--- config.mk ---
export PLATFORM = sky130hd
export DESIGN_NAME = t01_sfx_mixer
export DESIGN_NICKNAME = d
export VERILOG_FILES = /design/src/rtl/t01_audio_pkg.sv /design/src/rtl/t01_sigma_delta.sv /design/src/rtl/t01_sfx_mixer.sv
export SDC_FILE = /design/constraint.sdc
export NUM_CORES = 1
export LEC_CHECK = 0
export ABC_AREA = 1
export BUFFER_PORTS_ARGS = -buffer_cell sky130_fd_sc_hd__buf_2
export CORE_MARGIN = 2
export CORE_UTILIZATION = 55
export CTS_CLUSTER_DIAMETER = 50
export DETAILED_ROUTE_END_ITERATION = 6
export GPL_ROUTABILITY_DRIVEN = 0
export PLACE_DENSITY = 0.72
export SKIP_LAST_GASP = 1
export SLEW_MARGIN = 20
export SYNTH_ARGS = -nofsm -noshare
export SYNTH_HDL_FRONTEND = slang
export SYNTH_SLANG_ARGS = --single-unit
export TNS_END_PERCENT = 1
--- constraint.sdc ---
create_clock -name clk -period 3.1 [get_ports clk]
set_input_delay 0 -clock clk [delete_from_list [all_inputs] [get_ports clk]]
set_output_delay 0 -clock clk [all_outputs]
set_load 0.01 [all_outputs]
--- src/rtl/t01_audio_pkg.sv ---
// Shared types and constants for the sound-effect mixer and its sigma-delta output stage.
package t01_audio_pkg;

    typedef enum logic [1:0] {
        IDLE = 2'd0,
        BLIP = 2'd1,
        GAP  = 2'd2
    } sfx_state_t;

    localparam int         MIX_W     = 8;
    localparam int         VOL_STEP  = 32;
    localparam int         SFX_GAIN  = 8;
    localparam logic [3:0] ENV_CLEAR = 4'd15;
    localparam logic [3:0] ENV_LAND  = 4'd8;

    // A line clear never plays more than four blips, however many lines are reported.
    function automatic logic [2:0] clamp_repeats(input logic [2:0] lines);
        return (lines > 3'd4) ? 3'd4 : lines;
    endfunction

endpackage

--- src/rtl/t01_sigma_delta.sv ---
// First-order sigma-delta: 8-bit level in, 1-bit speaker drive out (duty = level/256).
module t01_sigma_delta
    import t01_audio_pkg::*;
(
    input  logic             clk,
    input  logic             rst,
    input  logic [MIX_W-1:0] level_i,
    output logic             pwm_o
);

    logic [MIX_W-1:0] acc_q;
    logic             pwm_q;
    logic [MIX_W:0]   sum_d;

    assign sum_d = {1'b0, acc_q} + {1'b0, level_i};

    // Accumulate the level; the overflow carry becomes the next output bit.
    always_ff @(posedge clk or posedge rst) begin
        if (rst) begin
            acc_q <= '0;
            pwm_q <= 1'b0;
        end else begin
            acc_q <= sum_d[MIX_W-1:0];
            pwm_q <= sum_d[MIX_W];
        end
    end

    assign pwm_o = pwm_q;

endmodule

--- src/rtl/t01_sfx_mixer.sv ---
// Sound-effect sequencer (land tone, line-clear jingle) mixed with the music stream,
// scaled by volume, muted on request and sent to the speaker through a sigma-delta stage.
module t01_sfx_mixer
    import t01_audio_pkg::*;
#(
    parameter int SFX_TICK   = 250000,
    parameter int TONE_LAND  = 60000,
    parameter int TONE_CLEAR = 40000
) (
    input  logic       clk,
    input  logic       rst,
    input  logic       square_in,
    input  logic       gameover,
    input  logic       mute,
    input  logic [1:0] vol,
    input  logic       sfx_land,
    input  logic [2:0] sfx_clear,
    output logic       pwm_out,
    output logic       sfx_busy
);

    localparam int PER_MAX = (TONE_LAND > TONE_CLEAR) ? TONE_LAND : TONE_CLEAR;
    localparam int PER_W   = $clog2(PER_MAX + 1);
    localparam int TICK_W  = $clog2(SFX_TICK + 1);

    localparam logic [PER_W-1:0]  PER_LAND  = PER_W'(TONE_LAND);
    localparam logic [PER_W-1:0]  PER_CLEAR = PER_W'(TONE_CLEAR);
    localparam logic [TICK_W-1:0] TICK_LAST = TICK_W'(SFX_TICK - 1);

    sfx_state_t        state_q;
    logic [PER_W-1:0]  period_q;
    logic [PER_W-1:0]  tone_cnt_q;
    logic              phase_q;
    logic [TICK_W-1:0] tick_cnt_q;
    logic [3:0]        env_q;
    logic [2:0]        rep_q;

    logic              tone_wrap;
    logic              tick_wrap;
    logic [MIX_W-1:0]  music_lvl;
    logic [MIX_W-1:0]  sfx_lvl;
    logic [MIX_W:0]    mix_sum;
    logic [MIX_W-1:0]  mix_level;

    assign tone_wrap = (tone_cnt_q == period_q - 1'b1);
    assign tick_wrap = (tick_cnt_q == TICK_LAST);

    // Effect sequencer: trigger arbitration, tone/envelope timing and the blip/gap cadence.
    always_ff @(posedge clk or posedge rst) begin
        if (rst) begin
            state_q    <= IDLE;
            period_q   <= '0;
            tone_cnt_q <= '0;
            phase_q    <= 1'b0;
            tick_cnt_q <= '0;
            env_q      <= '0;
            rep_q      <= '0;
        end else if (gameover) begin
            state_q <= IDLE;
        end else if (sfx_clear != 3'd0) begin
            state_q    <= BLIP;
            period_q   <= PER_CLEAR;
            rep_q      <= clamp_repeats(sfx_clear);
            env_q      <= ENV_CLEAR;
            tone_cnt_q <= '0;
            phase_q    <= 1'b0;
            tick_cnt_q <= '0;
        end else begin
            case (state_q)
                IDLE: begin
                    if (sfx_land) begin
                        state_q    <= BLIP;
                        period_q   <= PER_LAND;
                        rep_q      <= 3'd1;
                        env_q      <= ENV_LAND;
                        tone_cnt_q <= '0;
                        phase_q    <= 1'b0;
                        tick_cnt_q <= '0;
                    end
                end
                BLIP: begin
                    if (tone_wrap) begin
                        tone_cnt_q <= '0;
                        phase_q    <= ~phase_q;
                    end else begin
                        tone_cnt_q <= tone_cnt_q + 1'b1;
                    end
                    if (tick_wrap) begin
                        tick_cnt_q <= '0;
                        if (env_q == 4'd1) begin
                            env_q <= 4'd0;
                            if (rep_q > 3'd1) begin
                                state_q <= GAP;
                                rep_q   <= rep_q - 1'b1;
                            end else begin
                                state_q <= IDLE;
                            end
                        end else begin
                            env_q <= env_q - 1'b1;
                        end
                    end else begin
                        tick_cnt_q <= tick_cnt_q + 1'b1;
                    end
                end
                GAP: begin
                    if (tick_wrap) begin
                        state_q    <= BLIP;
                        env_q      <= ENV_CLEAR;
                        tone_cnt_q <= '0;
                        phase_q    <= 1'b0;
                        tick_cnt_q <= '0;
                        // Each later blip is pitched up by 1/8; short periods are left alone.
                        if (int'(period_q) >= 8) begin
                            period_q <= period_q - (period_q >> 3);
                        end
                    end else begin
                        tick_cnt_q <= tick_cnt_q + 1'b1;
                    end
                end
                default: state_q <= IDLE;
            endcase
        end
    end

    // Music and effect levels, saturating sum, then mute.
    always_comb begin
        music_lvl = square_in ? MIX_W'(int'(vol) * VOL_STEP) : '0;
        sfx_lvl   = (state_q == BLIP && phase_q) ? MIX_W'(int'(env_q) * SFX_GAIN) : '0;
        mix_sum   = {1'b0, music_lvl} + {1'b0, sfx_lvl};
        mix_level = mix_sum[MIX_W] ? '1 : mix_sum[MIX_W-1:0];
        if (mute) begin
            mix_level = '0;
        end
    end

    assign sfx_busy = (state_q != IDLE);

    t01_sigma_delta u_sigma_delta (
        .clk     (clk),
        .rst     (rst),
        .level_i (mix_level),
        .pwm_o   (pwm_out)
    );

endmodule
**After elaboration in Yosys (flattened, before gate mapping)**

Cells that the tools add are included.

- Input bits: 11
- Register bits: 69
- Output and inout port bits: 2
- Logic and storage cells: 98

- Reductions and logical operators: 16
- Mux-type cells: 44
- Bitwise logic cells: 2
- Equality and inequality tests: 16
- Add/subtract/negate cells: 8
- Magnitude comparators: 3

Operators by type and width:

| operator | count |
|---|---|
| 16-bit two-way mux | 8 |
| 18-bit two-way mux | 3 |
| 16-bit one-hot mux with 3 select lines | 1 |
| 18-bit one-hot mux with 2 select lines | 1 |
| 16-bit one-hot mux with 2 select lines | 1 |
| 3-bit != test, second input constant | 7 |
| 4-bit two-way mux | 5 |
| 18-bit by 1-bit adder with 18-bit output, second input constant | 1 |
| 18-bit equality test, second input constant | 1 |
| 3-bit two-way mux | 6 |
| 16-bit by 1-bit adder with 16-bit output, second input constant | 1 |
| 16-bit equality test | 1 |
| 16-bit by 4-bit greater-or-equal comparator with 1-bit output, second input constant | 1 |
| 8-bit two-way mux | 2 |
| 4-bit != test, second input constant | 4 |
| 16-bit by 1-bit subtractor with 16-bit output, second input constant | 1 |
| 16-bit by 13-bit subtractor with 16-bit output | 1 |
| 5-bit AND reduction | 3 |
| 2-bit two-way mux | 7 |
| 7-bit two-way mux | 2 |
| 4-bit one-hot mux with 3 select lines | 1 |
| 3-bit nonzero test | 4 |
| 8-bit by 8-bit adder with 9-bit output | 1 |
| 7-bit by 7-bit adder with 8-bit output | 1 |
| other kinds (20) | 25 |

**Depth between registers and ports, before layout**

Gate-level depths: netlist of run 1.

- Word-level depth: 7
- Mapped depth: 16

**By module**

From an unflattened synthesis of run 1, not the netlist that was laid out.

- Cell total of the unflattened synthesis: 727
- Area total of the unflattened synthesis: 5305.1 sq um

By module, submodules not included:

| module | cells each | times used | area an instance (sq um) |
|---|---|---|---|
| t01_sfx_mixer | 658 | 1 | 4699.5 |
| t01_sigma_delta | 69 | 1 | 605.6 |

**Least setup slack after synthesis of run 1**

No wires, ideal clock.

- Path type: reg-to-reg
- From: register state_q[1]
- To: register u_sigma_delta.acc_q[7]
- Data arrival time: 2.183 ns
- Slack: 0.786 ns
- Stages on the path, launching flop included: 13
- Required time: 2.969 ns
- Path buffers: 0
- Path through: dfrtp_1 inv_1 ha_1 nand2_1 nor2_1 ha_1 fa_1 inv_1 nor2_1 ha_1 a21oi_1 o21ai_0 xor2_1

- Cells in the longest elaborated chain, start to end: 7

Ends and longest elaborated chain:

| element | RTL line | RTL |
|---|---|---|
| from (decl) | t01_sfx_mixer.sv:30 | `sfx_state_t state_q;` |
| from (signal assigned) | t01_sfx_mixer.sv:51 | `state_q <= IDLE;` |
| from (signal assigned) | t01_sfx_mixer.sv:59 | `state_q <= IDLE;` |
| from (signal assigned) | t01_sfx_mixer.sv:61 | `state_q <= BLIP;` |
| 2-bit by 1-bit equality test with 1-bit output | t01_sfx_mixer.sv:128 | `sfx_lvl = (state_q == BLIP && phase_q) ? MIX_W'(int'(env_q) * SFX_GAIN) : '0;` |
| 1-bit logical AND | t01_sfx_mixer.sv:128 |  |
| 7-bit two-way mux | t01_sfx_mixer.sv:128 |  |
| 7-bit by 7-bit adder with 8-bit output | t01_sfx_mixer.sv:129 | `mix_sum = {1'b0, music_lvl} + {1'b0, sfx_lvl};` |
| 8-bit two-way mux | t01_sfx_mixer.sv:130 | `mix_level = mix_sum[MIX_W] ? '1 : mix_sum[MIX_W-1:0];` |
| 8-bit two-way mux | t01_sfx_mixer.sv:131 | `if (mute) begin` |
| 8-bit by 8-bit adder with 9-bit output | t01_sigma_delta.sv:15 | `assign sum_d = {1'b0, acc_q} + {1'b0, level_i};` |
| via u_sigma_delta.sum_d[7] | t01_sigma_delta.sv:13 | `logic [MIX_W:0] sum_d;` |
| to (signal assigned) | t01_sigma_delta.sv:23 | `acc_q <= sum_d[MIX_W-1:0];` |
| to (decl) | t01_sigma_delta.sv:11 | `logic [MIX_W-1:0] acc_q;` |

The timed path passes the listed nets, and every way through them passes these cells.
A chain may end at the register's enable or synchronous reset.

**Worst setup path after layout of run 1**

Same ends and word-level chain as after synthesis.

==> metrics, run 1 <==
Final Routed Wirelength=11600 um; Design Area, Final=5550 sq um; HP Class=in -> reg; Setup CP Type=reg -> reg; #FFs+latches synth=66; layout cells sized above 1=12.2%; crit path launch type=flip-flop; synth warn=0; Post-Syn Nets=763; Distinct cells, synth=44; # resized after CTS=0; Static Leak=2.59 nW; status=completed; most frequent cells in the layout=nand2_1 (142), inv_1 (104), nor2_1 (86); first-pass GRT wire length=20500 um; hold wc startpoint=sfx_clear[1]; RSZ-0062 raised after global routing=false; commonest non-fill, non-tap cell in the layout=nand2_1; final-report hold violation count=0; mapped cell area=5160 sq um; Hold Path Depth=5; Core Box Area=9150 sq um; Worst Hold Endpoint=rep_q[1]; mux contribution to synthesized area=0%; Initial Utilization=56.4%; DRT Pass-1 Iters=4; total power=2.10 mW; r2r setup slk=0.56 ns; Area Growth Syn to Fin=7.46%; Filler Cells Inserted=857; # diodes=0; CTS H-Tree Depth=3; worst r2r src=state_q[1]; skew final=0.00824 ns; Port Buffers=12; Crit Path Max Fanout=6; main combinational cell family by area after synthesis=simple AND/OR/NAND/NOR gates; Worst-Skew Late Latency=0.35 ns; I/O Pins=13; Worst setup EP type=flip-flop; fmax=0.394 GHz; DRC=0; Via density=5.40; WP data arrival=2.77 ns; Slew headroom=67.5%; Via Count=4627; fin crit share=81.9%; worst ir drop on vdd=0.271 mV; setup TNS=0 ns; initial antenna violation count=0; Longest Clk Path Bufs=2; Post-Synth Simple-Gate Area=31.2%; reg2reg end=u_sigma_delta.acc_q[7]; drt wl/cell=13.6 um; Mapped Avg Cell Area=7.18 sq um; Synth Area in XOR/XNOR=5.43%; Worst Reg-to-Reg Cells=12; global-route congestion overflow total=0; final net count=785; Clock transition at path regs=0.08 ns; TritonCTS Buffers=9; max_cap viols=0; die area=10200 sq um; gr usage total=25.0%; largest net degree at the start of global routing=34; HPWL Detailed=8840 um; post-synthesis compound-gate area fraction=13.4%; Synth Area in Adders=8.43%; Primary FF master, synth=dfrtp_1; final antenna-violating net count=0; placed inst area=5320 sq um; actual slew at the worst max-slew pin=0.483 ns; max-slew violations=0; fin crit period=2.54 ns; postcts setup bufs=0; Die H=101 um; Syn Inst Count=719; Clock Tree Root=clkbuf_8; worst path required time=3.34 ns; Post-synth EDFFs=0; utilization after layout=60.6%; cell area power density=378 nW/um^2; CTS hold repair buffers=3; Setup violations, final=0; CTS tree=built; Die W=101 um; DR iter-0 viols=256; asr flop ratio synth=100%; Rows=35; Seq/Total Area, Yosys=32.0%; vias in the first global route=4671; clk sink count=66
## per-layer routing
metal	share of wire [%]	wire length (um)	track usage, %
met1	48	5520	32.3
met2	47	5490	42.6
met3	3.6	417	3.68
met4	1.7	194	8.84
met5	0	0	0
## where the power goes
group	switching [mW]	internal, mW	total (mW)
registers	0.0382	0.918	0.956
logic	0.250	0.137	0.387
clock network	0.364	0.393	0.757
## critical path, stage by stage (launching register included)
cell and delay, ns:
dfrtp_1 0.43, inv_1 0.11, ha_1 0.28, nand2_1 0.15, nor2_1 0.11, ha_1 0.16, fa_1 0.41, inv_1 0.06
nor2_1 0.04, ha_1 0.30, a21oi_1 0.12, o21ai_0 0.11, xor2_1 0.15
## stage by stage
stage	setup slack, ns	cells	hold WS, ns
after global placement	0.673	838	-0.0286
after floorplan	0.786	719	0.107
after CTS	0.587	857	0.0168
after detailed placement	0.596	838	-0.0174
after global routing	0.368	857	0.0498
final	0.562	857	0.0312
## area by class of cell
| cell class | instances | area (sq um) | area share, % |
|---|---|---|---|
| inverters | 112 | 425 | 7.67 |
| repair buffers | 18 | 113 | 2.03 |
| multi-input cells | 534 | 3020 | 54.4 |
| flip-flops and latches | 66 | 1650 | 29.8 |
| well taps | 111 | 139 | 2.50 |
| clock buffers | 10 | 138 | 2.48 |
| clock inverters | 6 | 63.8 | 1.15 |
## cell families (layout without fill, tap and decap cells)
| kind of cell | Yosys count | count (layout) |
|---|---|---|
| xor gates and xnor gates | 32 | 32 |
| DFF | 66 | 66 |
| buffers and inverters | 119 | 146 |
| and+or+nand+nor | 351 | 351 |
| adders and majority gates | 33 | 33 |
| AOI/OAI and AO/OA | 118 | 118 |
## sequential cells by signal, summed over array words and instances, names as in the netlist
name,count
rep_q,3
tick_cnt_q,18
phase_q,1
u_sigma_delta.acc_q,5
tone_cnt_q,16
u_sigma_delta.pwm_o,1
period_q,16
state_q,2
env_q,4
## synthesized netlist by cell type (all sizes together) (2+ instances only)
master  count  area [sq um]
nand2     159           659
inv       112           425
nor2      102           438
dfrtp      66          1650
nand3      53           278
o21ai      47           235
a21oi      45           267
ha         30           375
xor2       24           210
nor3       18           105
nand4       9          56.3
xnor2       8          70.1
buf         7          67.6
o22ai       7          50.1
a31oi       4          25.0
o21bai      4          30.0
a22oi       3          22.5
fa          3          60.1
nor3b       3          22.5
o211ai      3          22.5
or2         3          18.8
nand3b      2          15.0
## worst max path at each step
stage                            from                     end  cells after the start
after global placement     state_q[1]  u_sigma_delta.acc_q[7]                     12
after floorplan            state_q[1]  u_sigma_delta.acc_q[7]                     12
final                      state_q[1]  u_sigma_delta.acc_q[7]                     12
after CTS                  state_q[1]  u_sigma_delta.acc_q[7]                     12
after detailed placement   state_q[1]  u_sigma_delta.acc_q[7]                     12
after global routing      period_q[0]            period_q[10]                     13
(Power assumes the default switching activity.)
==> run 2, diff against run 1 <==
==> constraint.sdc (replaced) <==
create_clock -name clk -period 2.5 [get_ports clk]
set_input_delay 0 -clock clk [delete_from_list [all_inputs] [get_ports clk]]
set_output_delay 0 -clock clk [all_outputs]
set_load 0.01 [all_outputs]
==> run 2 against run 1 <==
  * Clock skew shrank 0.0022 ns
  * Critical path depth is the same
  * Design area grew 0.52%
  * Register-to-register slack lost 0.47 ns
  * Flip-flop and latch count is the same
  * Cell count grew 0.70%
  * Hold slack lost 0.019 ns
==> metrics, run 2 (same netlist as run 1, synthesis figures left out) <==
Design Area, Final=5580 sq um (+0.52%); Layout Cells excl Fill=863 (+0.70%); Rows=35 (unchanged); setup TNS=0 ns (unchanged); most frequent cells in the layout=nand2_1 (142), inv_1 (103), nor2_1 (86); Largest register FFs=18 (unchanged); Core Box Area=9150 sq um (unchanged); worst path required time=2.73 ns (-0.61 ns); fin crit period=2.40 ns (-0.135 ns); skew final=0.00607 ns (-0.00217 ns); Hold Path Depth=5 (unchanged); Initial Utilization=56.4% (unchanged); DR WL met3=476 um (+14%); Die H=101 um (unchanged); Worst setup EP type=flip-flop; TritonCTS Buffers=9 (unchanged); Final Routed Wirelength=11300 um (-2.7%); r2r setup slk=0.1 ns (-0.47 ns); final-report hold violation count=0 (unchanged); Via Count=4608 (-0.41%); CTS tree=built; pre-CTS setup slack=0.101 ns (-0.495 ns); clk sink count=66 (unchanged); reg2reg end=u_sigma_delta.acc_q[7]; layout cells sized above 1=13.3% (+1.1 points); Filler Cells Inserted=861 (+0.47%); utilization after layout=60.9% (+0.31 points); global-route congestion overflow total=0 (unchanged); hold wc startpoint=sfx_clear[1]; top sig layer=met4; first-pass GRT wire length=20200 um (-1.5%); Clock transition at path regs=0.07 ns (about the same); postcts setup bufs=0 (unchanged); max-slew violations=0 (unchanged); wire length on met2=5270 um (-4.0%); Slew headroom=44.3% (-23 points); actual slew at the worst max-slew pin=0.835 ns (+0.352 ns); HP Class=in -> reg; Worst Reg-to-Reg Cells=12 (unchanged); Via density=5.34 (-1.1%); final net count=791 (+0.76%); Longest Clk Path Bufs=2 (unchanged); drt wl/cell=13.1 um (-3.3%); commonest non-fill, non-tap cell in the layout=nand2_1; HPWL Detailed=8710 um (-1.4%); crit path launch type=flip-flop; Port Buffers=12 (unchanged); Setup CP Type=reg -> reg; Die W=101 um (unchanged); Crit Path Max Fanout=4 (-2); max_cap viols=0 (unchanged); WP data arrival=2.64 ns (-0.13 ns); Area Growth Syn to Fin=8.02%; largest net degree at the start of global routing=67 (+97%); gr usage total=24.6% (-0.39 points); CTS H-Tree Depth=3 (unchanged); register with the most flip-flops=tick_cnt_q; status=completed; Largest regs=tick_cnt_q: 18 flops, period_q: 16 flops, tone_cnt_q: 16 flops; fin crit share=96.1% (+14 points); placed inst area=5360 sq um (+0.85%); DRT Pass-1 Iters=5 (+1); DRC=0 (unchanged); Setup violations, final=0 (unchanged); Clock Tree Root=clkbuf_8; final antenna-violating net count=0 (unchanged); DR iter-0 viols=259 (+1.2%); worst ir drop on vdd=0.358 mV (+32%); die area=10200 sq um (unchanged); initial antenna violation count=0 (unchanged); crit path launch=state_q[1]; worst r2r src=state_q[1]; Worst-Skew Late Latency=0.36 ns (about the same); final setup margin=0.0971 ns (-0.465 ns); fmax=0.416 GHz (+5.6%); vias in the first global route=4485 (-4.0%); Static Leak=2.61 nW (+0.71%); RSZ-0062 raised after global routing=true; I/O Pins=13 (unchanged); cell area power density=451 nW/um^2 (+19%); M1 wire length=5390 um (-2.5%); # diodes=0 (unchanged); Post-Place Cells=844 (+0.72%); Worst Setup EP=u_sigma_delta.acc_q[7]
-- run 2: cell types whose count changed in the layout (fill, tap and decap cells not counted), sizes merged --
cell,delta
inv,-1
bufinv,-1
buf,+6
clkinv,+2
-- run 2: cell type report --
class	instances	area, sq um	share of cell area [%]
Inverter	112	425	7.63
Sequential cell	66	1650	29.6
Multi-Input combinational cell	534	3020	54.2
Clock inverter	6	42.5	0.763
Clock buffer	10	138	2.47
Tap cell	111	139	2.49
Timing Repair Buffer	24	158	2.83
-- run 2: worst min path at each step --
| stage | slack, ns | to |
|---|---|---|
| 2_1_floorplan | 0.11 | state_q[0] |
| 3_3_place_gp | 0.23 | state_q[0] |
| 3_5_place_dp | 0.24 | state_q[0] |
| 4_1_cts | 0.009 | rep_q[1] |
| 5_1_grt | 0.03 | rep_q[1] |
| 6_report | 0.01 | rep_q[1] |
-- run 2: critical path: stages (launching register included) --
cell	delay (ns)
dfrtp_1	0.39
inv_1	0.07
ha_1	0.19
nand2_1	0.12
nor2_1	0.06
ha_1	0.18
fa_1	0.48
inv_1	0.04
nor2_1	0.09
ha_1	0.26
a21oi_1	0.14
o21ai_0	0.11
xor2_1	0.15
-- run 2: routing by layer --
layer  GRT usage [%]  vias to the layer above
met5               0                        -
met2            40.7                      103
met3            4.65                       17
li1                -                     2379
met1            32.8                     2109
met4            7.17                        0
-- run 2: through the flow --
step | hold WS (ns) | total power, mW
after detailed placement | 0.237 | 1.69
after global routing | 0.0346 | 2.66
final | 0.0126 | 2.51
after floorplan | 0.107 | 1.57
after global placement | 0.227 | 1.67
after CTS | 0.00928 | 2.53
-- run 2: timing repair --
item | in CTS | in global routing
gates resized for setup | 0 | 5
hold buffers | 3 | 0
endpoints found under the hold margin | 68 | 0
endpoints found under the setup margin | 0 | 6
-- run 2: power breakdown --
part | internal, mW | total (mW) | leakage [nW] | switching, mW
registers | 1.14 | 1.19 | 0.863 | 0.0474
logic | 0.176 | 0.482 | 1.66 | 0.306
clock network | 0.386 | 0.845 | 0.0882 | 0.459
total | 1.70 | 2.51 | 2.61 | 0.813
